==> src/rtl/micro_sequencer_if.sv <==
// Sequencer <-> datapath/ROM bundle: instruction fields and memory
// handshake in, register-transfer codes and status out.
interface micro_sequencer_if #(
    parameter int CNT_W = 16
);
    logic [3:0]       opcode;
    logic [5:0]       func;
    logic             mem_ready;
    logic [3:0]       rt_one;
    logic [3:0]       rt_two;
    logic             wwd_valid;
    logic             is_halted;
    logic             illegal;
    logic [CNT_W-1:0] num_inst;

    modport master (
        output opcode, func, mem_ready,
        input  rt_one, rt_two, wwd_valid,
        input  is_halted, illegal, num_inst
    );

    modport slave (
        input  opcode, func, mem_ready,
        output rt_one, rt_two, wwd_valid,
        output is_halted, illegal, num_inst
    );
endinterface

==> src/rtl/micro_sequencer.sv <==
// Moore FSM stepping the multi-cycle TSC CPU (IF/ID/EX/MEM/WB/HALT).
// Define ILLEGAL_TRAP_EN to halt and flag on illegal instructions.
module micro_sequencer #(
    parameter int             CNT_W  = 16,
    parameter logic [3:0]     RT_NOP = 4'd14
) (
    input  logic              clk,
    input  logic              reset,
    micro_sequencer_if.slave  bus
);
    typedef enum logic [2:0] {
        S_IF, S_ID, S_EX, S_MEM, S_WB, S_HALT
    } state_e;

    typedef enum logic [3:0] {
        C_NOP, C_BR, C_IALU, C_LWD, C_SWD, C_JMP, C_JAL,
        C_RALU, C_JPR, C_JRL, C_WWD, C_HLT, C_ILL
    } cls_e;

    state_e           state_q, state_d;
    cls_e             cls_q, cls_d;
    logic [CNT_W-1:0] cnt_q, cnt_d;
    logic [3:0]       rt1, rt2;
    logic             wwd;

    function automatic cls_e decode(input logic [3:0] op,
                                    input logic [5:0] fn);
        cls_e c;
        case (op)
            4'd0, 4'd1, 4'd2, 4'd3: c = C_BR;
            4'd4, 4'd5, 4'd6:       c = C_IALU;
            4'd7:                   c = C_LWD;
            4'd8:                   c = C_SWD;
            4'd9:                   c = C_JMP;
            4'd10:                  c = C_JAL;
            4'd15: begin
                if (fn <= 6'd7) c = C_RALU;
                else begin
                    case (fn)
                        6'd25:   c = C_JPR;
                        6'd26:   c = C_JRL;
                        6'd28:   c = C_WWD;
                        6'd29:   c = C_HLT;
                        default: c = C_ILL;
                    endcase
                end
            end
            default:                c = C_ILL;
        endcase
        return c;
    endfunction

`ifdef ILLEGAL_TRAP_EN
    logic ill_q, ill_d;
`endif

    always_comb begin
        state_d = state_q;
        cls_d   = cls_q;
        rt1     = RT_NOP;
        rt2     = RT_NOP;
        wwd     = 1'b0;
`ifdef ILLEGAL_TRAP_EN
        ill_d   = ill_q;
`endif
        case (state_q)
            S_IF: begin
                rt1 = 4'd0;
                if (bus.mem_ready) state_d = S_ID;
            end
            S_ID: begin
                rt1     = 4'd1;
                rt2     = 4'd2;
                cls_d   = decode(bus.opcode, bus.func);
                state_d = S_EX;
            end
            S_EX: begin
                state_d = S_IF;
                case (cls_q)
                    C_JMP:  rt1 = 4'd3;
                    C_JAL:  begin rt1 = 4'd3; rt2 = 4'd4; end
                    C_JPR:  rt1 = 4'd5;
                    C_JRL:  begin rt1 = 4'd5; rt2 = 4'd4; end
                    C_BR:   rt1 = 4'd8;
                    C_WWD:  wwd = 1'b1;
                    C_RALU: begin rt1 = 4'd7; state_d = S_WB; end
                    C_IALU: begin rt1 = 4'd6; state_d = S_WB; end
                    C_LWD,
                    C_SWD:  begin rt1 = 4'd6; state_d = S_MEM; end
                    C_HLT:  state_d = S_HALT;
`ifdef ILLEGAL_TRAP_EN
                    C_ILL:  begin state_d = S_HALT; ill_d = 1'b1; end
`endif
                    default: ;
                endcase
            end
            S_MEM: begin
                rt1 = (cls_q == C_LWD) ? 4'd11 : 4'd12;
                if (bus.mem_ready)
                    state_d = (cls_q == C_LWD) ? S_WB : S_IF;
            end
            S_WB: begin
                state_d = S_IF;
                case (cls_q)
                    C_RALU:  rt1 = 4'd9;
                    C_IALU:  rt1 = 4'd10;
                    C_LWD:   rt1 = 4'd13;
                    default: ;
                endcase
            end
            S_HALT: ;
            default: state_d = S_IF;
        endcase
    end

    // An instruction retires when control returns to IF or enters HALT.
    always_comb begin
        cnt_d = cnt_q;
        if ((state_d == S_IF && (state_q == S_EX || state_q == S_MEM
                                 || state_q == S_WB))
            || (state_d == S_HALT && state_q != S_HALT))
            cnt_d = cnt_q + 1'b1;
    end

    always_ff @(posedge clk or posedge reset) begin
        if (reset) begin
            state_q <= S_IF;
            cls_q   <= C_NOP;
            cnt_q   <= '0;
        end else begin
            state_q <= state_d;
            cls_q   <= cls_d;
            cnt_q   <= cnt_d;
        end
    end

`ifdef ILLEGAL_TRAP_EN
    always_ff @(posedge clk or posedge reset) begin
        if (reset) ill_q <= 1'b0;
        else       ill_q <= ill_d;
    end
    assign bus.illegal = ill_q;
`else
    assign bus.illegal = 1'b0;
`endif

    assign bus.rt_one    = rt1;
    assign bus.rt_two    = rt2;
    assign bus.wwd_valid = wwd;
    assign bus.is_halted = (state_q == S_HALT);
    assign bus.num_inst  = cnt_q;
endmodule

==> src/flat_wrapper.sv <==
// flat-port wrapper written by rule: the top's interface ports become plain ports
module micro_sequencer_flat 
#(
    parameter int             CNT_W  = 16,
    parameter logic [3:0]     RT_NOP = 4'd14
)
  (clk, reset, bus_opcode, bus_func, bus_mem_ready, bus_rt_one, bus_rt_two, bus_wwd_valid, bus_is_halted, bus_illegal, bus_num_inst);
  micro_sequencer_if #(.CNT_W(CNT_W)) bus_i ();
  input  logic clk;
  input  logic reset;
  input wire logic [$bits(bus_i.opcode)-1:0] bus_opcode;
  input wire logic [$bits(bus_i.func)-1:0] bus_func;
  input wire logic [$bits(bus_i.mem_ready)-1:0] bus_mem_ready;
  output wire logic [$bits(bus_i.rt_one)-1:0] bus_rt_one;
  output wire logic [$bits(bus_i.rt_two)-1:0] bus_rt_two;
  output wire logic [$bits(bus_i.wwd_valid)-1:0] bus_wwd_valid;
  output wire logic [$bits(bus_i.is_halted)-1:0] bus_is_halted;
  output wire logic [$bits(bus_i.illegal)-1:0] bus_illegal;
  output wire logic [$bits(bus_i.num_inst)-1:0] bus_num_inst;
  assign bus_i.opcode = bus_opcode;
  assign bus_i.func = bus_func;
  assign bus_i.mem_ready = bus_mem_ready;
  assign bus_rt_one = bus_i.rt_one;
  assign bus_rt_two = bus_i.rt_two;
  assign bus_wwd_valid = bus_i.wwd_valid;
  assign bus_is_halted = bus_i.is_halted;
  assign bus_illegal = bus_i.illegal;
  assign bus_num_inst = bus_i.num_inst;
  micro_sequencer #(.CNT_W(CNT_W), .RT_NOP(RT_NOP)) u_core (.clk(clk), .reset(reset), .bus(bus_i));
endmodule
==> config.mk <==
export PLATFORM = sky130hd
export DESIGN_NAME = micro_sequencer_flat
export DESIGN_NICKNAME = d
export VERILOG_FILES = /design/src/rtl/micro_sequencer_if.sv /design/src/rtl/micro_sequencer.sv /design/src/flat_wrapper.sv
export SDC_FILE = /design/constraint.sdc
export NUM_CORES = 1
export LEC_CHECK = 0
export CAP_MARGIN = 25
export CORE_MARGIN = 5
export CORE_UTILIZATION = 45
export DETAILED_ROUTE_END_ITERATION = 16
export PLACE_DENSITY_LB_ADDON = 0.12
export SLEW_MARGIN = 20
export SYNTH_ARGS = -nofsm -noshare
export SYNTH_HDL_FRONTEND = slang
export SYNTH_SLANG_ARGS = --single-unit
==> constraint.sdc <==
create_clock -name clk -period 4.2 [get_ports clk]
set_clock_uncertainty 0.15 [all_clocks]
set_input_delay 0.42 -clock clk [delete_from_list [all_inputs] [get_ports clk]]
set_output_delay 0.42 -clock clk [all_outputs]
set_load 0.02 [all_outputs]
==> impl_metrics.csv <==
group,metric,value,unit
yosys,yosysSeqAreaShare,35.3,%
min_path,hold_path_class,"in -> async",
die,start_util,47.7,%
pwr,swShare,47.2,%
grt,antenna_found_initial,0,
placement,dpl-instance-area,2010,µm²
sta,post-route-period-util,74.8,%
clocking,cts-buffers-inserted,3,
grt,grt_use_met1,21.7,%
die,fp.dieW,70.2,µm
grt,grt_max_degree,24,
placement,dp_worst_setup_slack,1410,ps
pwr,leakage,0.808,nW
status,status,"finished, final reports clean",
route,drc,0,
yosys,postSynthCellCount,183,
pwr,ir_drop,0.331,mV
sta,fin_ws,1060,ps
sta,fmax,318,MHz
grt,use_met3,4.30,%
pwr,power_frac_comb,56.9,%
critical_path,critPathArrivalTime,2570,ps
clocking,clock_sinks,23,
sta,hold_viol,0,
critical_path,slowest_stage,"dfrtp_1",
placement,numPortBuffers,37,
pwr,clockPowerShare,8.5,%
yosys,yosys_warnings,0,
pwr,power,1.19,mW
route,drt_wl_total,3840,µm
clocking,clockBufferDepth,2,
critical_path,critPathMostFrequentCell,"inv_1",
yosys,yosysTopAreaCell,"dfrtp_1",
yosys,synth_edf_count,0,
yosys,yosys-top-cells-area,"dfrtp_1 (35%), xnor2_1 (8.6%), a21oi_1 (3.4%)",
sta,rsz0062_at_grt,"no",
route,post_drt_wl_per_cell,14.7,µm
sta,slew_headroom,53.8,%
yosys,synth_top_cell_area_share,35.3,%
grt,grt_pass1_wl,6870,µm
die,io_pins,40,
die,rows,21,
yosys,synthArstFlopShare,100,%
pwr,seqPwrFrac,34.6,%
sta,worstMarginPinSlew,690,ps
yosys,synth_cell_types,51,
finish,fin_nets,231,
clocking,htreeDepth,1,
pwr,p_per_area,582,nW/µm²
finish,final_area,2050,µm²
route,routed-via-count,1491,
grt,globalRoute.totalOverflow,0,
clocking,cts-root-buf,"clkbuf_4",
critical_path,timing.reg2reg.setup_slack,1410,ps
route,dr.first_iter.drc_count,166,
grt,busiest_layer,"met2",
critical_path,worstSetupPathType,"reg -> out",
critical_path,slowest_delay,640,ps
critical_path,startpoint_type,"register",
job,drv_cap,0,
grt,grt_pass1_vias,1480,
clocking,clk_latency,320,ps
yosys,synth-seq-cells,23,
yosys,synth_area,1630,µm²
critical_path,end_kind,"output pin",
critical_path,r2r_end,"u_core.bus.num_inst[1]$_DFFE_PP0P_",
placement,place.gp.congestion,0.851,
sta,slew_violations,0,
critical_path,worstPathCellList,"inv_1 -> nor3_1 -> inv_1 -> and2_1 -> clkdlybuf4s50_1",
pwr,p_int,0.629,mW
die,chipHeight,70.2,µm
grt,use_met2,28.0,%
yosys,synth_most_common_cell,"dfrtp_1",
finish,area_delta_synth_final,25.6,%
sta,setup_violations,0,
route,postRouteAntennaNets,0,
sta,min_period,3140,ps
clocking,clkTransAtPathRegs,130,ps
finish,seqCellArea,576,µm²
finish,n_antenna_cell,0,
yosys,avgSynthCellArea,8.91,µm²
yosys,yosys_most_used_dff,"dfrtp_1",
die,die_area,4930,µm²
clocking,hold_buffers,0,
die,core-area,3420,µm²
critical_path,r2r-start,"u_core.state_q[1]$_DFF_PP0_",
finish,multi_input_area,968,µm²
pwr,switching_power,0.562,mW
clocking,post-cts-setup-buffers,0,
sta,tns,0,ps
clocking,cts_resized,0,
critical_path,worstPathRequired,3630,ps
clocking,cts_tree,"done",
yosys,synth_common_cells,"dfrtp_1 (23), xnor2_1 (16), nor2_1 (12)",
critical_path,cp_max_fo,15,
grt,track_usage,16.6,%
critical_path,rr_worst_depth,6,
sta,holdWs,132,ps
placement,dp_hpwl,2900,µm
route,viasPerCell,5.69,
finish,nFillCells,321,
route,dr.pass1.iters,4,
finish,layout-drive-gt1-share,8.33,%
==> power by group through the flow <==
stage / Combinational [mW] / Clock, mW / Sequential, mW
4_1_cts: 0.681 / 0.105 / 0.409
2_1_floorplan: 0.492 / 0 / 0.368
3_5_place_dp: 0.678 / 0 / 0.414
3_3_place_gp: 0.660 / 0 / 0.409
5_1_grt: 0.743 / 0.115 / 0.432
6_report: 0.678 / 0.101 / 0.412
==> worst max path at each step <==
| stage | start | endpoint | slack [ps] | depth (start not counted) |
|---|---|---|---|---|
| 3_5_place_dp | bus_mem_ready | u_core.bus.num_inst[1]$_DFFE_PP0P_ | 1410 | 7 |
| 6_report | u_core.state_q[0]$_DFF_PP0_ | bus_rt_two[3] | 1060 | 5 |
| 5_1_grt | u_core.state_q[0]$_DFF_PP0_ | bus_rt_two[3] | 800 | 5 |
| 2_1_floorplan | u_core.cls_q[0]$_DFFE_PP0P_ | u_core.bus.num_inst[1]$_DFFE_PP0P_ | 1910 | 7 |
| 3_3_place_gp | bus_mem_ready | u_core.bus.num_inst[1]$_DFFE_PP0P_ | 1490 | 7 |
| 4_1_cts | u_core.state_q[0]$_DFF_PP0_ | bus_rt_two[3] | 1040 | 5 |
==> area by class of cell <==
class / instances / share of cell area (%)
sequential: 23 / 28.1
timing repair buffer: 38 / 18.8
inverter: 9 / 1.65
multi-input combinational: 142 / 47.3
tap: 46 / 2.81
clock buffer: 3 / 1.10
clock inverter: 1 / 0.244
==> metrics by stage <==
stage / util, % / cells
3_5_place_dp: 58.7 / 257
3_3_place_gp: 58.7 / 257
5_1_grt: 60.0 / 262
6_report: 60.0 / 262
4_1_cts: 59.5 / 261
2_1_floorplan: - / 184
==> layout by cell type (no fill, tap or decap), types with 2 or more instances in the layout <==
master,instances
and3_1,3
a31oi_1,4
nor3b_1,2
o21ai_1,8
nor3_1,3
xor2_1,2
nand2_1,9
dfrtp_1,23
nand2b_1,4
nor4_1,2
and4_1,6
and2_1,7
clkdlybuf4s50_1,37
nand4_1,3
nand3b_1,2
nand3_1,5
inv_1,9
o21bai_1,2
clkbuf_4,3
xnor2_1,16
o211ai_1,4
conb_1,2
a21oi_1,11
nor2_1,12
o21ai_0,9
o2111ai_1,2
==> worst max-delay path, delay by kind of cell (launching register included) <==
kind	cells	cell delay, ps
buffers and inverters	3	880
DFF	1	640
and+or+nand+nor	2	730
==> state kept, by name, indices dropped and copies added, names as in the netlist <==
name and cells:
u_core.state_q 3, u_core.bus.num_inst 16, u_core.cls_q 4
==> routing by layer <==
| layer | vias up | wire length, µm |
|---|---|---|
| met4 | 0 | 24 |
| met2 | 48 | 1910 |
| met3 | 6 | 201 |
| met5 | - | 0 |
| li1 | 727 | - |
| met1 | 710 | 1710 |
==> logic make-up (layout without fill, tap and decap cells) <==
kind of cell / count (synthesis) / count (layout) / synth area share (%)
AO/OA/AOI/OAI: 52 / 52 / 21.6
XOR/XNOR: 18 / 18 / 9.67
adder cells (fa/ha/maj): 1 / 1 / 0.767
buffers and inverters: 19 / 51 / 5.53
flip-flops: 23 / 23 / 35.3
multiplexers: 2 / 2 / 2.30
other: 1 / 2 / 0.230
AND/OR/NAND/NOR: 67 / 67 / 24.6
Note: power is estimated with default switching activity, not from simulation.
